<file path="config.mk">
export PLATFORM = sky130hd
export DESIGN_NAME = pipe_ctrl
export DESIGN_NICKNAME = d
export VERILOG_FILES = /design/src/rtl/pipe_ctrl_pkg.sv /design/src/rtl/pipe_ctrl_decode.sv /design/src/rtl/pipe_ctrl.sv
export SDC_FILE = /design/constraint.sdc
export NUM_CORES = 1
export LEC_CHECK = 0
export CAP_MARGIN = 5
export CORE_ASPECT_RATIO = 0.8
export CORE_MARGIN = 3
export CORE_UTILIZATION = 43
export DETAILED_ROUTE_END_ITERATION = 16
export PLACE_DENSITY = 0.76
export SYNTH_ARGS = -nofsm -noshare
export SYNTH_HDL_FRONTEND = slang
export SYNTH_SLANG_ARGS = --single-unit
</file>
<file path="constraint.sdc">
create_clock -name clk -period 2.2 [get_ports clk]
set_input_delay 0.22 -clock clk [delete_from_list [all_inputs] [get_ports clk]]
set_output_delay 0.22 -clock clk [all_outputs]
set_load 0.01 [all_outputs]
</file>
<file path="src/rtl/pipe_ctrl_pkg.sv">
// Shared types and constants for the pipelined control unit of the 16-bit core.
// Instruction layout: opcode [15:12], rd [11:8], rs [7:4], rt/imm [3:0].
package pipe_ctrl_pkg;

   localparam int CORE_DATA_W = 16;
   localparam int CORE_REG_AW = 4;
   localparam int CORE_OPC_W  = 4;

   typedef logic [CORE_OPC_W-1:0]  opc_t;
   typedef logic [CORE_REG_AW-1:0] reg_t;

   localparam opc_t OPC_ADD    = 4'h0;
   localparam opc_t OPC_SUB    = 4'h1;
   localparam opc_t OPC_XOR    = 4'h2;
   localparam opc_t OPC_RED    = 4'h3;
   localparam opc_t OPC_SLL    = 4'h4;
   localparam opc_t OPC_SRA    = 4'h5;
   localparam opc_t OPC_ROR    = 4'h6;
   localparam opc_t OPC_PADDSB = 4'h7;
   localparam opc_t OPC_LW     = 4'h8;
   localparam opc_t OPC_SW     = 4'h9;
   localparam opc_t OPC_LLB    = 4'hA;
   localparam opc_t OPC_LHB    = 4'hB;
   localparam opc_t OPC_B      = 4'hC;
   localparam opc_t OPC_BR     = 4'hD;
   localparam opc_t OPC_PCS    = 4'hE;
   localparam opc_t OPC_HLT    = 4'hF;

   localparam logic [1:0] FWD_RF  = 2'b00;
   localparam logic [1:0] FWD_EXM = 2'b10;
   localparam logic [1:0] FWD_MWB = 2'b01;

   typedef struct packed {
      logic reg_write;
      logic mem_read;
      logic mem_write;
      logic mem_to_reg;
      logic alu_src;
      logic load_byte;
      logic pcs;
      logic hlt;
      opc_t op;
      reg_t dst;
      reg_t src1;
      reg_t src2;
   } ctrl_t;

   localparam ctrl_t CTRL_BUBBLE = '0;

endpackage

</file>
<file path="src/rtl/pipe_ctrl_decode.sv">
// ID-stage decoder: opcode to control bundle, source-usage flags and branch kind.
module ctrl_decode
   import pipe_ctrl_pkg::*;
(
   input  logic [CORE_DATA_W-1:0] instr,
   input  logic                   valid,
   output ctrl_t                  ctrl,
   output logic                   uses_src1,
   output logic                   uses_src2,
   output logic                   branch,
   output logic                   br_reg
);

   opc_t opc;
   reg_t rd, rs, rt;

   assign opc = instr[CORE_DATA_W-1 -: CORE_OPC_W];
   assign rd  = instr[CORE_DATA_W-CORE_OPC_W-1 -: CORE_REG_AW];
   assign rs  = instr[2*CORE_REG_AW-1 -: CORE_REG_AW];
   assign rt  = instr[CORE_REG_AW-1:0];

   always_comb begin
      // NOTE: every output gets a default before the case so no path can infer a latch.
      ctrl      = CTRL_BUBBLE;
      uses_src1 = 1'b0;
      uses_src2 = 1'b0;
      branch    = 1'b0;
      br_reg    = 1'b0;
      if (valid) begin
         ctrl.op   = opc;
         ctrl.dst  = rd;
         ctrl.src1 = rs;
         ctrl.src2 = rt;
         case (opc)
            OPC_ADD, OPC_SUB, OPC_XOR, OPC_RED, OPC_PADDSB: begin
               ctrl.reg_write = 1'b1;
               uses_src1      = 1'b1;
               uses_src2      = 1'b1;
            end
            OPC_SLL, OPC_SRA, OPC_ROR: begin
               ctrl.reg_write = 1'b1;
               ctrl.alu_src   = 1'b1;
               uses_src1      = 1'b1;
            end
            OPC_LW: begin
               ctrl.reg_write  = 1'b1;
               ctrl.alu_src    = 1'b1;
               ctrl.mem_read   = 1'b1;
               ctrl.mem_to_reg = 1'b1;
               uses_src1       = 1'b1;
            end
            OPC_SW: begin
               // The store data register lives in the rd field.
               ctrl.alu_src   = 1'b1;
               ctrl.mem_write = 1'b1;
               ctrl.src2      = rd;
               uses_src1      = 1'b1;
               uses_src2      = 1'b1;
            end
            OPC_LLB, OPC_LHB: begin
               ctrl.load_byte = 1'b1;
               ctrl.reg_write = 1'b1;
               ctrl.src1      = rd;
               uses_src1      = 1'b1;
            end
            OPC_B: begin
               branch = 1'b1;
            end
            OPC_BR: begin
               branch    = 1'b1;
               br_reg    = 1'b1;
               uses_src1 = 1'b1;
            end
            OPC_PCS: begin
               ctrl.pcs       = 1'b1;
               ctrl.reg_write = 1'b1;
            end
            default: begin
               ctrl.hlt = 1'b1;
            end
         endcase
      end
   end

endmodule

</file>
<file path="src/rtl/pipe_ctrl.sv">
// Pipelined control unit: ID decode, ID/EX-EX/MEM-MEM/WB control registers,
// load-use stall, EX forwarding, branch flush and HLT sequencing.
module pipe_ctrl
   import pipe_ctrl_pkg::*;
#(
   parameter int DATA_W   = CORE_DATA_W,
   parameter int REG_AW   = CORE_REG_AW,
   parameter int OPC_W    = CORE_OPC_W,
   parameter bit ZERO_REG = 1'b1
) (
   input  logic              clk,
   input  logic              rst,
   input  logic [DATA_W-1:0] instr_id,
   input  logic              ifid_valid,
   input  logic              br_taken_id,
   output logic              pc_wen,
   output logic              ifid_wen,
   output logic              ifid_flush,
   output logic              pc_sel_br,
   output logic              br_reg,
   output logic [REG_AW-1:0] id_src1,
   output logic [REG_AW-1:0] id_src2,
   output logic              ex_alu_src,
   output logic              ex_load_byte,
   output logic              ex_pcs,
   output logic [OPC_W-1:0]  ex_op,
   output logic [1:0]        fwd_a,
   output logic [1:0]        fwd_b,
   output logic              mem_read,
   output logic              mem_write,
   output logic              wb_reg_write,
   output logic              wb_mem_to_reg,
   output logic [REG_AW-1:0] wb_dst,
   output logic              halted
);

   ctrl_t dec, idex, exm, mwb;
   logic  uses_src1, uses_src2, dec_branch, dec_br_reg;
   logic  hlt_pend, halted_q;
   logic  stall, br_flush, hlt_now, halting;

   ctrl_decode u_decode (
      .instr     (instr_id),
      .valid     (ifid_valid),
      .ctrl      (dec),
      .uses_src1 (uses_src1),
      .uses_src2 (uses_src2),
      .branch    (dec_branch),
      .br_reg    (dec_br_reg)
   );

   // A register that can be a real hazard/forward source (r0 is excluded when hardwired).
   function automatic logic live(input reg_t r);
      return !ZERO_REG || (r != '0);
   endfunction

   function automatic logic [1:0] fwd_pick(input ctrl_t exm_c, input ctrl_t mwb_c, input reg_t src);
      if (exm_c.reg_write && !exm_c.mem_read && live(exm_c.dst) && exm_c.dst == src)
         return FWD_EXM;
      else if (mwb_c.reg_write && live(mwb_c.dst) && mwb_c.dst == src)
         return FWD_MWB;
      else
         return FWD_RF;
   endfunction

   assign stall = !rst && idex.mem_read && idex.reg_write && live(idex.dst) &&
                  ((idex.dst == dec.src1 && uses_src1) || (idex.dst == dec.src2 && uses_src2));

   assign hlt_now  = !rst && dec.hlt && !stall;
   assign halting  = hlt_pend || hlt_now;
   assign br_flush = !rst && dec_branch && br_taken_id && !stall;

   assign pc_wen     = rst || !(stall || halting);
   assign ifid_wen   = rst || !stall;
   assign ifid_flush = !rst && !stall && (br_flush || halting);
   assign pc_sel_br  = br_flush;
   assign br_reg     = dec_br_reg;
   assign id_src1    = dec.src1;
   assign id_src2    = dec.src2;

   assign fwd_a = rst ? FWD_RF : fwd_pick(exm, mwb, idex.src1);
   assign fwd_b = rst ? FWD_RF : fwd_pick(exm, mwb, idex.src2);

   assign ex_alu_src    = idex.alu_src;
   assign ex_load_byte  = idex.load_byte;
   assign ex_pcs        = idex.pcs;
   assign ex_op         = idex.op;
   assign mem_read      = exm.mem_read;
   assign mem_write     = exm.mem_write;
   assign wb_reg_write  = mwb.reg_write;
   assign wb_mem_to_reg = mwb.mem_to_reg;
   assign wb_dst        = mwb.dst;
   assign halted        = halted_q;

   // NOTE: sequential state uses non-blocking assignments so all stages advance on the same edge.
   always_ff @(posedge clk) begin
      if (rst) begin
         idex     <= CTRL_BUBBLE;
         exm      <= CTRL_BUBBLE;
         mwb      <= CTRL_BUBBLE;
         hlt_pend <= 1'b0;
         halted_q <= 1'b0;
      end else begin
         idex <= stall ? CTRL_BUBBLE : dec;
         exm  <= idex;
         mwb  <= exm;
         if (hlt_now)
            hlt_pend <= 1'b1;
         // HLT in EX/MEM now moves to WB, so the halt becomes visible as it retires.
         if (exm.hlt)
            halted_q <= 1'b1;
      end
   end

endmodule

</file>
==> summary.md, run 1 <==
| Metric | Value |
|---|---|
| Max Cap Viol | 0 |
| Biggest register | idex |
| Final #Nets | 319 |
| Die width | 80.7 um |
| Crit path DAT | 2200 ps |
| CP peak stage delay | 550 ps |
| Syn_nets | 234 |
| Die Height | 65.8 um |
| TritonCTS clock tree | built |
| Ys Warns | 0 |
| Initial Util | 45.1% |
| Fmax | 0.413 GHz |
| Total power | 1.55 mW |
| Num CTS Buffers | 5 |
| Post-DP HPWL | 3.61 mm |
| Pwr/cell area | 529 nW/um^2 |
| # IOs | 53 |
| Crit path cell chain | buf_6 > and4bb_4 > mux2i_4 > xor2_1 > or4_4 > o32ai_4 > buf_4 > nor2_2 > buf_2 |
| Startpoint types | primary input |
| CP bufs+invs | 3 |
| Setup violations, final | 3 |
| H-tree levels | 2 |
| Max Slew Vio Count | 0 |
| Synth Flop Type | dfxtp_1 |
| Ant. Diodes | 0 |
| TritonRoute pass-1 iters | 4 |
| Clock slew at reported path FFs | 90 ps |
| Final design utilization | 68.8% |
| Clk buf depth | 2 |
| Final ANT Viol Nets | 0 |
| Worst EP required | 1980 ps |
| Layout cell share with drive strength beyond 1 | 31.7% |
| Setup TNS | -571 ps |
| Setup slack, reg-to-reg | 250 ps |
| Fillers | 333 |
| Crit path from | instr_id[14] |
| Setup slack after layout | -218 ps |
| Routed vias/inst | 5.03 |
| CTS root buffer | clkbuf_8 |
| Slowest-stage cell, CP | or4_4 |
| Post-placement cell count | 335 |
| Row count | 21 |
| DRC viols | 0 |
| Nature of the critical path endpoint | output port |
| Seq cells post-synth | 39 |
| Clk sink count | 39 |
| Final period util | 110% |
| Dominant cell by count in the synthesized netlist | dfxtp_1 |
| HP Class | in -> reg |
| Clock Skew | 7.10 ps |
| I/O Buffers | 52 |
| Unique cell type count in the Yosys netlist | 37 |
| GR Overflow Total | 0 |
| Status | finished with violations |
| Final wirelength | 5.33 mm |
| Least-Margin Pin Slew | 447 ps |
| Avg WL per Cell | 14.9 um |
| Initial antenna violation count | 0 |
| Layout Area Growth over Synthesis | 52.5% |
| Gpl congestion | 0.901 |
| Cell family with most CP delay | simple AND/OR/NAND/NOR gates |
| Relative slew slack | 70.2% |
| Final hold violations | 0 |
| Cell area after synthesis | 1920 sq um |
| Avg Synthesized Cell Area | 8.98 sq um |
| Core region area | 4260 sq um |
| Max reg flops | 16 |
| Worst hold start | instr_id[12] |
| Largest net degree at the start of global routing | 30 |
| First-pass GRT wire length | 8.37 mm |
| Routed vias | 1,797 |
| Top-area cell type share of the netlist area | 40.6% |
| Main area contributors after synthesis | dfxtp_1 41%, xor2_1 6.8%, nor2b_1 6.5% |
| Worst R2R Start | idex[10]$_SDFF_PP0_ |
| Setup CP Type | in -> out |
| Vias in the first global route | 1,777 |
| Top cell type by total area after synthesis | dfxtp_1 |
| Seq/Total Area, Yosys | 40.6% |
| Initial DRC Count | 99 |
| Cells after Synth | 214 |
| Failing checks | setup timing |
| Pre-CTS setup slack | -1000 ps |
| Finished Layout Cells | 357 |
| Number of flops mapped to enable cells by yosys | 0 |
| Die footprint | 5310 sq um |
| Gr usage total | 20.6% |
| Leak | 1.26 nW |
| Unrepaired setup endpoints after global routing | yes |
| Largest regs | idex: 16 flops, exm: 7 flops |
| Tmin final | 2420 ps |
| Async set or reset register ratio after synthesis | 0% |
| Peak VDD IR | 0.000299 V |
| Crit Path Max Fanout | 5 |
| Commonest cells post-synth | 39 x dfxtp_1, 20 x nor2b_1, 18 x nor2_1 |
| Worst-Skew Late Latency | 290 ps |
cells by family (layout without fill, tap and decap cells):
kind of cell	after synthesis	in the layout	share of synthesized area [%]
adders and majority gates	1	1	0.521
and+or+nand+nor	102	102	28.8
muxes	12	12	7.29
DFF	39	39	40.6
AOI/OAI and AO/OA	11	11	4.30
xor gates and xnor gates	20	20	9.11
buffers and inverters	29	115	9.37
power breakdown:
| group | switching [mW] | total, mW | internal [mW] |
|---|---|---|---|
| clock network | 0.279 | 0.506 | 0.227 |
| logic | 0.131 | 0.299 | 0.167 |
| registers | 0.0184 | 0.745 | 0.726 |
tightest hold or removal path: cells and delay by family:
kind	cells	cell delay [ps]
and+or+nand+nor	1	70
buffers and inverters	2	240
placed cells by master (no fill, tap or decap), drive strengths merged, types with 2 or more instances in the layout:
cell,count
xor2,15
nor2,18
clkbuf,5
and4,2
nand2b,3
inv,5
mux2i,9
clkdlybuf4s50,39
and2,3
clkinvlp,2
nand3,4
nand2,17
nor3,17
buf,59
dlygate4sd2,4
nor3b,5
or4,2
xnor2,5
dfxtp,39
o21ai,2
a21oi,3
nor4,6
nand3b,2
mux2,3
nor2b,20
what timing repair did:
| item | in CTS | in global routing |
|---|---|---|
| setup endpoints to repair | 33 | 5 |
| buffers inserted | 11 | 3 |
| pin swaps | 9 | 9 |
| resized for setup | 58 | 11 |
| hold buffers | 0 | 0 |
per-stage QoR:
| stage | instance area [sq um] | hold slack [ps] |
|---|---|---|
| final | 2930 | 278 |
| after global routing | 2930 | 280 |
| after CTS | 2860 | 263 |
| after detailed placement | 2640 | 423 |
| after global placement | 2640 | 416 |
| after floorplan | 1940 | 339 |
routing by layer:
| metal | up-vias | global-route usage (%) | routed length, um |
|---|---|---|---|
| met1 | 821 | 26.4 | 2360 |
| met5 | - | 0 | 0 |
| li1 | 876 | - | - |
| met4 | 0 | 7.81 | 151 |
| met2 | 82 | 34.4 | 2470 |
| met3 | 18 | 3.81 | 340 |
final timing paths:
| check | endpoint | cells past startpoint |
|---|---|---|
| max reg2reg | idex[10]$_SDFF_PP0_ | 8 |
| max | pc_wen | 9 |
| min | ex_pcs$_SDFF_PP0_ | 3 |
| min reg2reg | exm[16]$_SDFF_PP0_ | 1 |
area by class of cell:
class                   count  area, sq um  share of cell area (%)
flip-flops and latches     39          785                    26.8
repair buffers            103          891                    30.4
clock buffers               5         68.8                    2.35
well taps                  57         71.3                    2.43
multi-input cells         146         1080                    36.7
clock inverters             3         23.8                   0.811
inverters                   4         15.0                   0.512
Power figures use the tool's default switching activity.
==> run 2: changes to the inputs <==
--- a/config.mk
+++ b/config.mk
@@ -11,6 +11,7 @@
 export CORE_UTILIZATION = 43
 export DETAILED_ROUTE_END_ITERATION = 16
 export PLACE_DENSITY = 0.76
+export REMOVE_ABC_BUFFERS = 1
 export SYNTH_ARGS = -nofsm -noshare
 export SYNTH_HDL_FRONTEND = slang
 export SYNTH_SLANG_ARGS = --single-unit
==> run 2 against run 1 <==
The run still ends with setup timing left; final cell count is 1.4% lower; utilization rose by 1.9 points; clock skew down 2.0 ps; largest cell class unchanged; largest power group unchanged; highest routed layer unchanged.
==> summary.md, run 2 (synthesis results as in run 1) <==
| Metric | Value |
|---|---|
| Setup TNS | -534 ps |
| Total power | 1.57 mW |
| GR Overflow Total | 0 |
| Status | finished with violations |
| FF-to-FF End | idex[7]$_SDFF_PP0_ |
| Most common cell after layout, fill and taps aside | clkdlybuf4s50_1 |
| First-pass GRT wire length | 7.98 mm |
| Final hold violations | 0 |
| Leak | 1.28 nW |
| Unrepaired setup endpoints after global routing | yes |
| Largest net degree at the start of global routing | 30 |
| Final period util | 109% |
| I/O Buffers | 52 |
| Setup violations, final | 4 |
| Die Height | 65.8 um |
| Clock Skew | 5.13 ps |
| Final ANT Viol Nets | 0 |
| Max reg flops | 16 |
| Crit path DAT | 2170 ps |
| Initial Util | 45.1% |
| Post-DP HPWL | 3.39 mm |
| Routed vias/inst | 5.11 |
| Largest regs | idex: 16 flops, exm: 7 flops |
| Final #Nets | 314 |
| Worst R2R Start | idex[8]$_SDFF_PP0_ |
| TritonCTS clock tree | built |
| Setup slack after layout | -194 ps |
| Hold Path Depth | 3 |
| Gpl congestion | 0.845 |
| CTS root buffer | clkbuf_8 |
| Max Slew Vio Count | 0 |
| Worst-Skew Late Latency | 300 ps |
| Commonest cells after routing, fill and taps aside | 38 x clkdlybuf4s50_1, 37 x dfxtp_1, 37 x buf_4, 19 x nor2b_1 |
| Endpoint, Worst Hold | idex[10]$_SDFF_PP0_ |
| Num CTS Buffers | 5 |
| Row count | 21 |
| Clk sink count | 39 |
| Avg WL per Cell | 15.3 um |
| Crit Path Max Fanout | 3 |
| Max Cap Viol | 0 |
| # IOs | 53 |
| Startpoint types | primary input |
| Least-Margin Pin Slew | 440 ps |
| Die width | 80.7 um |
| Vias in the first global route | 1,703 |
| TritonRoute pass-1 iters | 4 |
| Layout cell share with drive strength beyond 1 | 30.5% |
| Final design utilization | 70.7% |
| Failing checks | setup timing |
| Worst EP required | 1980 ps |
| Relative slew slack | 70.7% |
| Clk buf depth | 2 |
| Nature of the critical path endpoint | output port |
| Biggest register | idex |
| R2r worst-path depth | 10 |
| Layout Area Growth over Synthesis | 56.6% |
| Routed vias | 1,799 |
| Setup CP Type | in -> out |
| HP Class | in -> reg |
| H-tree levels | 2 |
| Die footprint | 5310 sq um |
| Gr usage total | 19.3% |
| Final wirelength | 5.38 mm |
| Ant. Diodes | 0 |
| Initial DRC Count | 76 |
| Clock slew at reported path FFs | 80 ps |
| Setup slack, reg-to-reg | 170 ps |
| Core region area | 4260 sq um |
| Fmax | 0.418 GHz |
| Pwr/cell area | 521 nW/um^2 |
| Initial antenna violation count | 0 |
| CTS Hold Bufs | 0 |
| Peak VDD IR | 0.000470 V |
| DRC viols | 0 |
| Worst hold start | instr_id[10] |
| Tmin final | 2390 ps |
-- run 2: final cells by class --
cell class              count  area, sq um
repair buffers             98          887
inverters                   4         15.0
clock buffers               5         68.8
multi-input cells         146         1160
fillers                   318         1250
clock inverters             3         23.8
flip-flops and latches     39          783
well taps                  57         71.3
-- run 2: how the worst max path moves through the flow --
stage,start,slack (ps),to,depth (start not counted)
2_1_floorplan,instr_id[14],-330,ifid_wen,6
3_3_place_gp,instr_id[14],-930,pc_wen,9
3_5_place_dp,instr_id[14],-970,pc_wen,9
4_1_cts,instr_id[13],-210,ifid_wen,10
5_1_grt,instr_id[14],-300,ifid_wen,11
6_report,instr_id[14],-190,pc_wen,11
-- run 2: power by group --
part | switching, mW | internal, mW | total [mW]
logic | 0.140 | 0.176 | 0.316
registers | 0.0187 | 0.726 | 0.745
clock network | 0.280 | 0.227 | 0.507
-- run 2: worst max-delay path, stage by stage --
cell,delay [ps]
buf_8,100
buf_6,110
nand3b_1,230
mux2i_2,350
mux2i_1,310
nand3_1,180
o32ai_4,280
buf_6,150
buf_6,100
nor2_4,30
buf_6,120
-- run 2: per-stage QoR --
step | setup slack, ps | area (sq um) | hold slack (ps) | std cells
2_1_floorplan | -330 | 1760 | 292 | 189
3_3_place_gp | -933 | 2570 | 416 | 328
3_5_place_dp | -973 | 2570 | 424 | 328
4_1_cts | -210 | 2820 | 250 | 349
5_1_grt | -296 | 3010 | 269 | 352
6_report | -194 | 3010 | 246 | 352
-- run 2: timing repair --
item / CTS / global route
pin swaps: 8 / 7
endpoints found under the hold margin: 0 / 0
endpoints found under the setup margin: 36 / 9
resized for setup: 60 / 32
setup buffers: 14 / 3
-- run 2: metal layers --
layer	share of wire [%]	track usage (%)
met1	44	25.2
met2	48	32.3
met3	6.0	3.95
met4	2.3	5.27
met5	0	0
